==> src/rtl/ssa_split.sv <==
// ssa_split: radix-4 digit splitter.
//
// Accepts a 16-bit operand and emits its eight 2-bit digits serially, least
// significant digit first. Each digit is zero-extended into an SLOT_W-bit
// slot. Both the input side and the output side use valid/ready handshakes.
// When the last digit is taken, the next operand can be accepted in the same
// cycle. With out_ready held high this gives one operand every 8 cycles.
//
// Parameters:
//   SLOT_W     width of each output digit slot (>= 2)
//
// Ports:
//   clk        rising-edge clock
//   rst        asynchronous, active-high reset
//   in_data    16-bit operand to decompose
//   in_valid   in_data is valid
//   in_ready   block accepts an operand this cycle
//   out_data   current digit, zero-extended to SLOT_W
//   out_idx    digit index 0..7 (digit k has weight 4^k)
//   out_last   high while out_idx == 7
//   out_valid  out_data/out_idx/out_last are valid
//   out_ready  downstream consumes the digit this cycle
//   busy       high while digits are being emitted
//
// Optional build macro SSA_SPLIT_PACKED_OUT_EN adds two outputs:
//   packed_out   96 bits, all eight digits in 9-bit slots, bits [95:72] zero
//   packed_valid one-cycle pulse in the cycle after an operand is accepted
module ssa_split #(
   parameter int SLOT_W = 9
) (
   input  logic              clk,
   input  logic              rst,
   input  logic [15:0]       in_data,
   input  logic              in_valid,
   output logic              in_ready,
   output logic [SLOT_W-1:0] out_data,
   output logic [2:0]        out_idx,
   output logic              out_last,
   output logic              out_valid,
   input  logic              out_ready,
   output logic              busy
`ifdef SSA_SPLIT_PACKED_OUT_EN
   ,
   output logic [95:0]       packed_out,
   output logic              packed_valid
`endif
);

   typedef enum logic {IDLE, EMIT} state_t;

   state_t      state, state_nxt;
   logic [15:0] sreg;
   logic [2:0]  idx;
   logic        in_hs;
   logic        out_hs;

   // Handshakes and output decode. The output flags come straight from the
   // state register, so they drop in the same instant that rst asserts.
   always_comb begin
      out_valid = (state == EMIT);
      busy      = (state == EMIT);
      out_last  = (state == EMIT) && (idx == 3'd7);
      in_ready  = (state == IDLE) || ((state == EMIT) && out_last && out_ready);
      in_hs     = in_valid && in_ready;
      out_hs    = out_valid && out_ready;
      out_idx   = idx;
      // The register has been shifted empty by the time the FSM returns to
      // IDLE, so the slot reads zero there without extra gating.
      out_data      = '0;
      out_data[1:0] = sreg[1:0];
   end

   always_comb begin
      state_nxt = state;
      case (state)
         IDLE: if (in_hs) state_nxt = EMIT;
         EMIT: if (out_hs && out_last) state_nxt = in_hs ? EMIT : IDLE;
         default: state_nxt = IDLE;
      endcase
   end

   always_ff @(posedge clk or posedge rst) begin
      if (rst) state <= IDLE;
      else     state <= state_nxt;
   end

   // Digit shift register. A reload takes priority over a shift. This is
   // what lets the last digit and a new operand share one cycle.
   always_ff @(posedge clk or posedge rst) begin
      if (rst) begin
         sreg <= '0;
         idx  <= '0;
      end else if (in_hs) begin
         sreg <= in_data;
         idx  <= '0;
      end else if (out_hs) begin
         sreg <= {2'b00, sreg[15:2]};
         idx  <= idx + 3'd1;
      end
   end

`ifdef SSA_SPLIT_PACKED_OUT_EN
   function automatic logic [95:0] pack_digits(input logic [15:0] op);
      logic [95:0] r;
      r = '0;
      for (int k = 0; k < 8; k++) r[9*k +: 9] = {7'b0, op[2*k +: 2]};
      return r;
   endfunction

   always_ff @(posedge clk or posedge rst) begin
      if (rst) begin
         packed_out   <= '0;
         packed_valid <= 1'b0;
      end else begin
         packed_valid <= in_hs;
         if (in_hs) packed_out <= pack_digits(in_data);
      end
   end
`endif

endmodule

==> config.mk <==
export PLATFORM = sky130hd
export DESIGN_NAME = ssa_split
export DESIGN_NICKNAME = d
export VERILOG_FILES = /design/src/rtl/ssa_split.sv
export SDC_FILE = /design/constraint.sdc
export NUM_CORES = 1
export LEC_CHECK = 0
export CORE_UTILIZATION = 48
export CTS_CLUSTER_SIZE = 16
export DETAILED_ROUTE_END_ITERATION = 10
export PLACE_DENSITY = 0.85
export SLEW_MARGIN = 20
export SYNTH_ARGS = -nofsm -noshare
export SYNTH_HDL_FRONTEND = slang
export SYNTH_SLANG_ARGS = --single-unit
==> constraint.sdc <==
create_clock -name clk -period 2.2 [get_ports clk]
set_clock_uncertainty 0.05 [all_clocks]
set_input_delay 0.44 -clock clk [delete_from_list [all_inputs] [get_ports clk]]
set_output_delay 0.44 -clock clk [all_outputs]
set_load 0.01 [all_outputs]
=== Word-level counts from Yosys, hierarchy flattened ===
Cells that the tools add are included.

* Bits in registers: 20
* Latch bits: 0
* RAM bits: 0
* Memory bits (read-only): 0
* Input port bits: 20
* Output and inout port bits: 16
* Word-level logic and storage cells: 21
* Memories: 0

* Add/subtract/negate cells: 1
* Multipliers: 0
* Divide/modulo/power cells: 0
* $lt $le $gt $ge: 0
* Equality and inequality tests: 1
* Shift-type cells: 0
* Mux-type cells: 7
* Bitwise gates (word level): 1
* Reduce and logical (&&, ||, !) cells: 8

{| class="wikitable"
|+ Operators with widths
! kind !! number
|-
| $mux W16 || 2
|-
| $logic_and A1 B1 Y1 || 6
|-
| $mux W3 || 2
|-
| $add A3 B1 Y3 const B || 1
|-
| $eq A3 B3 Y1 const B || 1
|-
| $mux W1 || 2
|-
| $pmux W1 S2 || 1
|-
| $reduce_bool A2 Y1 || 1
|-
| $logic_or A1 B1 Y1 || 1
|-
| $not A1 Y1 || 1
|}

=== Depth between registers and ports, before layout ===
Gate-level depths: netlist of the first run.

* Word-level depth: 9
* Gate-level depth with buffers: 6

=== Worst setup path after synthesis of the first run ===
Ideal clock, no wire load.

* Path kind: reg-to-reg
* Start point: register idx[0] (netlist: out_idx[0])
* End point: register sreg[10]
* Setup time: 0.128 ns
* Data arrival time: 1.430 ns
* Required time: 2.022 ns
* Path slack: 0.592 ns
* Cell stages (with the launch flop): 7
* Buffers on the path: 1
* Clock period less this slack: 1.608 ns
* Cells stage by stage: dfrtp_1 ha_1 ha_1 nand2_4 buf_6 mux2i_1 a21oi_2

* Longest elaborated chain between the ends: 7
* Elaborated cells on any way between the ends: 8

{| class="wikitable"
|+ Ends and longest elaborated chain
! item !! line !! RTL
|-
| start, declared || 53 || <nowiki>logic [2:0] idx;</nowiki>
|-
| start signal, assigned || 98 || <nowiki>idx <= idx + 3'd1;</nowiki>
|-
| $eq A3 B3 Y1 (*) || 62 || <nowiki>out_last = (state == EMIT) && (idx == 3'd7);</nowiki>
|-
| $logic_and A1 B1 Y1 (*) || 62 ||
|-
| $logic_and A1 B1 Y1 (*) (2 in a row) || 63 || <nowiki>in_ready = (state == IDLE) || ((state == EMIT) && out_last && out_ready);</nowiki>
|-
| $logic_or A1 B1 Y1 (*) || 63 ||
|-
| $logic_and A1 B1 Y1 (*) || 64 || <nowiki>in_hs = in_valid && in_ready;</nowiki>
|-
| $mux W16 or $reduce_bool A2 Y1 (tied branches) || n/a ||
|-
| end signal, assigned || 94 || <nowiki>sreg <= in_data;</nowiki>
|-
| end signal, assigned || 97 || <nowiki>sreg <= {2'b00, sreg[15:2]};</nowiki>
|-
| end, declared || 52 || <nowiki>logic [15:0] sreg;</nowiki>
|}

Every way passes the cells marked *; elsewhere a longest branch is shown, timed or not.
A chain may end at the register's enable or synchronous reset.

=== Worst setup path in the final report of the first run ===
* Start point: register idx[0] (netlist: out_idx[0])
* End point: output port in_ready

* Longest elaborated chain between the ends: 5

{| class="wikitable"
|+ Ends and longest elaborated chain
! item !! line !! RTL
|-
| $eq A3 B3 Y1 || 62 ||
|-
| $logic_and A1 B1 Y1 || 62 ||
|-
| $logic_and A1 B1 Y1 (2 in a row) || 63 ||
|-
| $logic_or A1 B1 Y1 || 63 ||
|-
| end, declared || 35 || <nowiki>output logic in_ready,</nowiki>
|}

Every way passes these cells.

==> results by group, run 1 <==
Critical path
  • CP arrival: 1.58 ns
  • CP Class: reg2out
  • Crit path max fanout: 4
  • CP endpoint kind: output port
  • R2R depth: 6
  • Crit path from: out_idx[0]
  • R2R setup slack: 0.51 ns
  • Worst r2r src: out_idx[0]
  • Required time of the critical path: 1.71 ns
  • Startpoint Class: flip-flop

Place
  • PortBufs: 28
  • RePlAce Congestion: 0.6767
  • Hpwl dp: 1836 um

Floorplanning
  • Cell row count: 18
  • Die ar.: 3029 um^2
  • Effective utilization at floorplan: 52.58%
  • IO Pins: 36
  • Die height: 55.04 um
  • Core box area: 2567 um^2
  • Die Width: 55.04 um

GRT
  • Vias in the first global route: 972
  • Largest net degree at the start of global routing: 23
  • Residual overflow from global routing: 0
  • Initial antenna violation count: 0
  • Wire length of the first global-routing pass: 4367 um
  • Total GRT Usage: 20.63%

Synthesis
  • Yosys warnings: 0
  • Synth unique cells: 27
  • Sequential area share after synthesis: 37.07%
  • Syn avg cell area: 11.16 um^2
  • #FFs+latches synth: 20
  • Mapped Area: 1350 um^2
  • Cells after Synth: 121

Finish
  • Fraction of layout cells with a size suffix above 1: 24.16%
  • Register area: 500.5 um^2
  • Fin util: 64.67%
  • Layout Nets: 173
  • ANT cells: 0
  • Area grow syn2layout: 22.98%
  • Multi-input logic area: 738.2 um^2
  • Filler instances: 209

Clock network
  • Worst-Skew Late Latency: 0.30 ns
  • Cts bufs inserted: 3
  • Clock slew at reported path FFs: 0.11 ns
  • Sink Count: 20
  • H-tree depth: 1
  • CTS tree: done
  • Clock Tree Buf Depth: 2
  • Clock Tree Root: clkbuf_4

STA
  • Fin Hold WS: 0.4224 ns
  • Unrepaired setup endpoints after global routing: false
  • Setup violators final: 0
  • Setup TNS: 0 ns
  • Final Max Slew Viols: 0
  • Hold Vio Cnt, Final: 0
  • Tmin final: 2.070 ns
  • Max Fclk: 0.4831 GHz
  • Final worst path period share: 94.10%

Route
  • Drt total wl: 2700 um
  • DR WL/cell: 15.08 um
  • First-pass DRT Iterations: 4
  • Initial DRC count: 7
  • Via count: 997
  • DR vias/cell: 5.570
  • # DRC: 0
  • Antenna-violating nets left: 0

Pwr
  • Cell Pwr Density: 918.4 nW/um^2
  • VDD IR max: 651.1 uV
  • Pleak: 0.7916 nW

Min path
  • Worst hold path class: in2async

Run status
  • Status: complete, no violations

Run
  • MaxCap Viol Count: 0
-- layout by cell type (no fill, tap or decap), drive strengths merged --
cell type | netlist | final
and2 | 1 | 1
a22o | 3 | 3
a21boi | 1 | 1
o22ai | 14 | 14
ha | 2 | 2
nor2 | 1 | 1
or2b | 3 | 3
a21oi | 15 | 15
dfrtp | 20 | 20
conb | 1 | 7
mux2 | 4 | 4
clkdlybuf4s50 | 0 | 26
a32o | 2 | 2
inv | 1 | 1
nor2b | 2 | 2
dlygate4sd2 | 0 | 2
clkbuf | 0 | 3
a31o | 2 | 2
mux2i | 14 | 14
nand2b | 14 | 14
nand2 | 3 | 3
buf | 18 | 9
-- metrics by stage --
| stage | setup WS (ns) | std cells | total power [mW] | area (um^2) |
|---|---|---|---|---|
| after floorplan | 0.5921 | 127 | 1.099 | 1373 |
| after global routing | 0.04064 | 179 | 1.638 | 1660 |
| after global placement | 0.1208 | 174 | 1.272 | 1613 |
| after CTS | 0.1348 | 179 | 1.530 | 1660 |
| after detailed placement | 0.09692 | 174 | 1.310 | 1613 |
| final | 0.1299 | 179 | 1.525 | 1660 |
-- state kept, by name (all words and copies together) (netlist names) --
| signal | flops |
|---|---|
| out_idx | 3 |
| busy | 1 |
| sreg | 16 |
-- worst max-delay path, cell delays in order, from the launching register on --
cell,delay [ns]
dfrtp_1,0.42
ha_1,0.25
ha_4,0.19
nand2_1,0.06
nand2_1,0.06
dlygate4sd2_1,0.30
-- cells in the mapped netlist --
library cell / n / share of area (%)
buf_2: 3 / 1.1
mux2i_1: 14 / 10
o22ai_1: 4 / 1.9
nand2_1: 2 / 0.56
or2b_1: 3 / 1.7
nor2_1: 1 / 0.28
and2_1: 1 / 0.46
a22o_1: 3 / 1.9
buf_4: 12 / 6.7
conb_1: 1 / 0.28
a32o_1: 2 / 1.5
nand2_4: 1 / 0.83
mux2_1: 2 / 1.7
a21oi_2: 10 / 6.5
mux2_2: 1 / 0.83
nor2b_1: 2 / 0.93
mux2_4: 1 / 1.1
a31o_1: 2 / 1.3
a21boi_1: 1 / 0.56
inv_1: 1 / 0.28
ha_1: 2 / 1.9
dfrtp_1: 20 / 37
buf_8: 1 / 1.1
a21oi_1: 5 / 1.9
o22ai_2: 10 / 9.3
nand2b_1: 14 / 6.5
buf_6: 2 / 1.7
-- final timing paths --
kind,to
min in group clk,sreg[15]
min,out_idx[0]
min reg2reg,sreg[15]
max,in_ready
max in group asynchronous,out_idx[2]
max reg2reg,sreg[5]
-- power breakdown --
part	switching, mW	total, mW	internal [mW]
logic	0.321	0.759	0.438
clock network	0.110	0.174	0.0638
registers	0.0956	0.592	0.496
-- per-layer routing --
layer  vias up  GRT usage (%)  wire length (um)
met2        30          34.94              1290
met3         2          7.104               167
met1       485          25.34              1221
li1        480              -                 -
met5         -              0                 0
met4         0          4.167                21
-- cell type report --
| class | instances | share of cell area (%) |
|---|---|---|
| clock buffer | 3 | 1.356 |
| inverter | 1 | 0.2261 |
| multi-input combinational | 88 | 44.46 |
| sequential | 20 | 30.14 |
| tap | 30 | 2.261 |
| timing repair buffer | 37 | 21.55 |
-- logic make-up (layout without fill, tap and decap cells) --
logic type | Yosys count | in the layout | share of synthesized area (%)
AND/OR/NAND/NOR | 24 | 24 | 11.21
flip-flops | 20 | 20 | 37.07
multiplexers | 18 | 18 | 13.99
other | 1 | 7 | 0.2778
adder cells (fa/ha/maj) | 2 | 2 | 1.853
buffers and inverters | 19 | 41 | 10.84
AO/OA/AOI/OAI | 37 | 37 | 24.75
-- repair_timing --
| item | in CTS | in global routing |
|---|---|---|
| gates resized for setup | 4 | 0 |
| hold buffers | 0 | 0 |
| setup endpoints to repair | 2 | 0 |
| buffers inserted | 2 | 0 |
(Power assumes the default switching activity.)
==> run 2: changes to the inputs <==
Settings changed: CELL_PAD_IN_SITES_DETAIL_PLACEMENT set to 0, CELL_PAD_IN_SITES_GLOBAL_PLACEMENT set to 1, CORE_UTILIZATION 48 to 37.
==> results by group, run 2 (synthesis results as in run 1) <==
Critical path
  • CP endpoint kind: output port
  • CP Class: reg2out
  • Crit path max fanout: 4 (unchanged)
  • Startpoint Class: flip-flop
  • CP arrival: 1.55 ns (-0.03 ns)
  • Required time of the critical path: 1.71 ns (about the same)

Floorplanning
  • Die ar.: 3894 um^2 (+29%)
  • Die Width: 62.41 um (+13%)
  • Die height: 62.41 um (+13%)
  • Effective utilization at floorplan: 39.52% (-13 points)
  • Core box area: 3416 um^2 (+33%)
  • IO Pins: 36 (unchanged)
  • Cell row count: 21 (+3)

Finish
  • Reg with most FFs: sreg
  • Fin util: 48.53% (-16 points)
  • Layout Nets: 173 (unchanged)
  • Fraction of layout cells with a size suffix above 1: 24.16% (unchanged)
  • ANT cells: 0 (unchanged)
  • Area grow syn2layout: 22.80%
  • Finished Cell Area: 1658 um^2 (-0.15%)
  • Finished Layout Cells: 195 (+8.9%)
  • Commonest non-fill, non-tap cells in the layout: clkdlybuf4s50_1, dfrtp_1, nand2b_1, mux2i_1
  • Most common cell after layout, fill and taps aside: clkdlybuf4s50_1
  • Max reg flops: 16 (unchanged)

Route
  • First-pass DRT Iterations: 4 (unchanged)
  • DR vias/cell: 4.908 (-12%)
  • Initial DRC count: 38 (+31)
  • Antenna-violating nets left: 0 (unchanged)
  • DR WL/cell: 13.48 um (-11%)
  • Drt total wl: 2629 um (-2.6%)
  • Via count: 957 (-4.0%)
  • # DRC: 0 (unchanged)

Place
  • Post-DP Area: 1620 um^2 (+0.47%)
  • RePlAce Congestion: 0.7283 (+7.6%)
  • Setup WS pre-CTS: 0.1046 ns (+0.007732 ns)
  • Placed insts: 190 (+9.2%)
  • Hpwl dp: 1782 um (-2.9%)
  • PortBufs: 28 (unchanged)

Run
  • MaxCap Viol Count: 0 (unchanged)

GRT
  • Global Route met3 Usage: 4.197% (-2.9 points)
  • Wire length of the first global-routing pass: 4416 um (+1.1%)
  • Residual overflow from global routing: 0 (unchanged)
  • Vias in the first global route: 961 (-1.1%)
  • Met2 Resource Use GR: 22.01% (-13 points)
  • Met1 Track Usage GR: 19.49% (-5.8 points)
  • Busiest grt layer: met2
  • Total GRT Usage: 14.10% (-6.5 points)
  • Initial antenna violation count: 0 (unchanged)
  • Largest net degree at the start of global routing: 23 (unchanged)

Clock network
  • Cts bufs inserted: 3 (unchanged)
  • CTS tree: done
  • Clock Tree Buf Depth: 2 (unchanged)
  • Hold-fix buffers, CTS: 0 (unchanged)
  • Clock slew at reported path FFs: 0.11 ns (about the same)
  • Clock Tree Root: clkbuf_4
  • Sink Count: 20 (unchanged)
  • Worst-Skew Late Latency: 0.30 ns (about the same)
  • H-tree depth: 1 (unchanged)

STA
  • Hold Vio Cnt, Final: 0 (unchanged)
  • Setup WS post-layout: 0.1646 ns (+0.03473 ns)
  • Max Fclk: 0.4913 GHz (+1.7%)
  • Setup TNS: 0 ns (unchanged)
  • Final worst path period share: 92.52% (-1.6 points)
  • Unrepaired setup endpoints after global routing: false
  • Setup violators final: 0 (unchanged)
  • Tmin final: 2.035 ns (-0.03472 ns)
  • Final Max Slew Viols: 0 (unchanged)

Pwr
  • Cell Pwr Density: 893.4 nW/um^2 (-2.7%)
  • Pleak: 0.7836 nW (-1.0%)
  • VDD IR max: 558.5 uV (-14%)

Run status
  • Status: complete, no violations

Min path
  • Worst hold path class: in2async
==> run 2: final timing paths <==
check / from / to / slack (ns) / cells after the start
hold / removal: rst / sreg[7] / 0.41 / 3
max in group asynchronous: rst / sreg[14] / 1.47 / 3
hold reg to reg: sreg[14] / sreg[14] / 0.45 / 1
setup reg to reg: busy / sreg[12] / 0.57 / 4
min in group clk: sreg[14] / sreg[14] / 0.45 / 1
setup / recovery: out_idx[0] / in_ready / 0.16 / 5
==> run 2: metrics by stage <==
stage               hold slack (ns)  total power [mW]
floorplan                    0.3538             1.099
global placement             0.4310             1.273
detailed placement           0.4348             1.295
CTS                          0.4213             1.493
global route                 0.4366             1.591
finish                       0.4142             1.481
==> run 2: power breakdown <==
group          total [mW]  internal (mW)  switching, mW
Clock               0.169         0.0637          0.106
Sequential          0.585          0.496         0.0891
Combinational       0.726          0.420          0.306
==> run 2: final cells by class <==
| type | count | area, um^2 |
|---|---|---|
| repair buffers | 37 | 345.3 |
| clock buffers | 3 | 22.52 |
| inverters | 1 | 3.754 |
| multi-input cells | 88 | 728.2 |
| flip-flops and latches | 20 | 500.5 |
| fillers | 328 | 1758 |
| well taps | 46 | 57.56 |
==> run 2: per-layer routing <==
| layer | wire length, um | part of all wire [%] |
|---|---|---|
| met4 | 11 | 0.42 |
| met1 | 1266 | 48 |
| met2 | 1207 | 46 |
| met3 | 144 | 5.5 |
| met5 | 0 | 0 |
==> run 2: critical path, cell delays in order (launching register included) <==
cell,delay [ns]
dfrtp_1,0.40
ha_1,0.21
ha_2,0.21
nand2_1,0.06
nand2_1,0.07
dlygate4sd2_1,0.30
==> run 2: timing repair <==
action	in CTS	in global routing
endpoints found under the hold margin	0	0
setup endpoints to repair	2	0
setup buffers	2	0
resized for setup	3	0
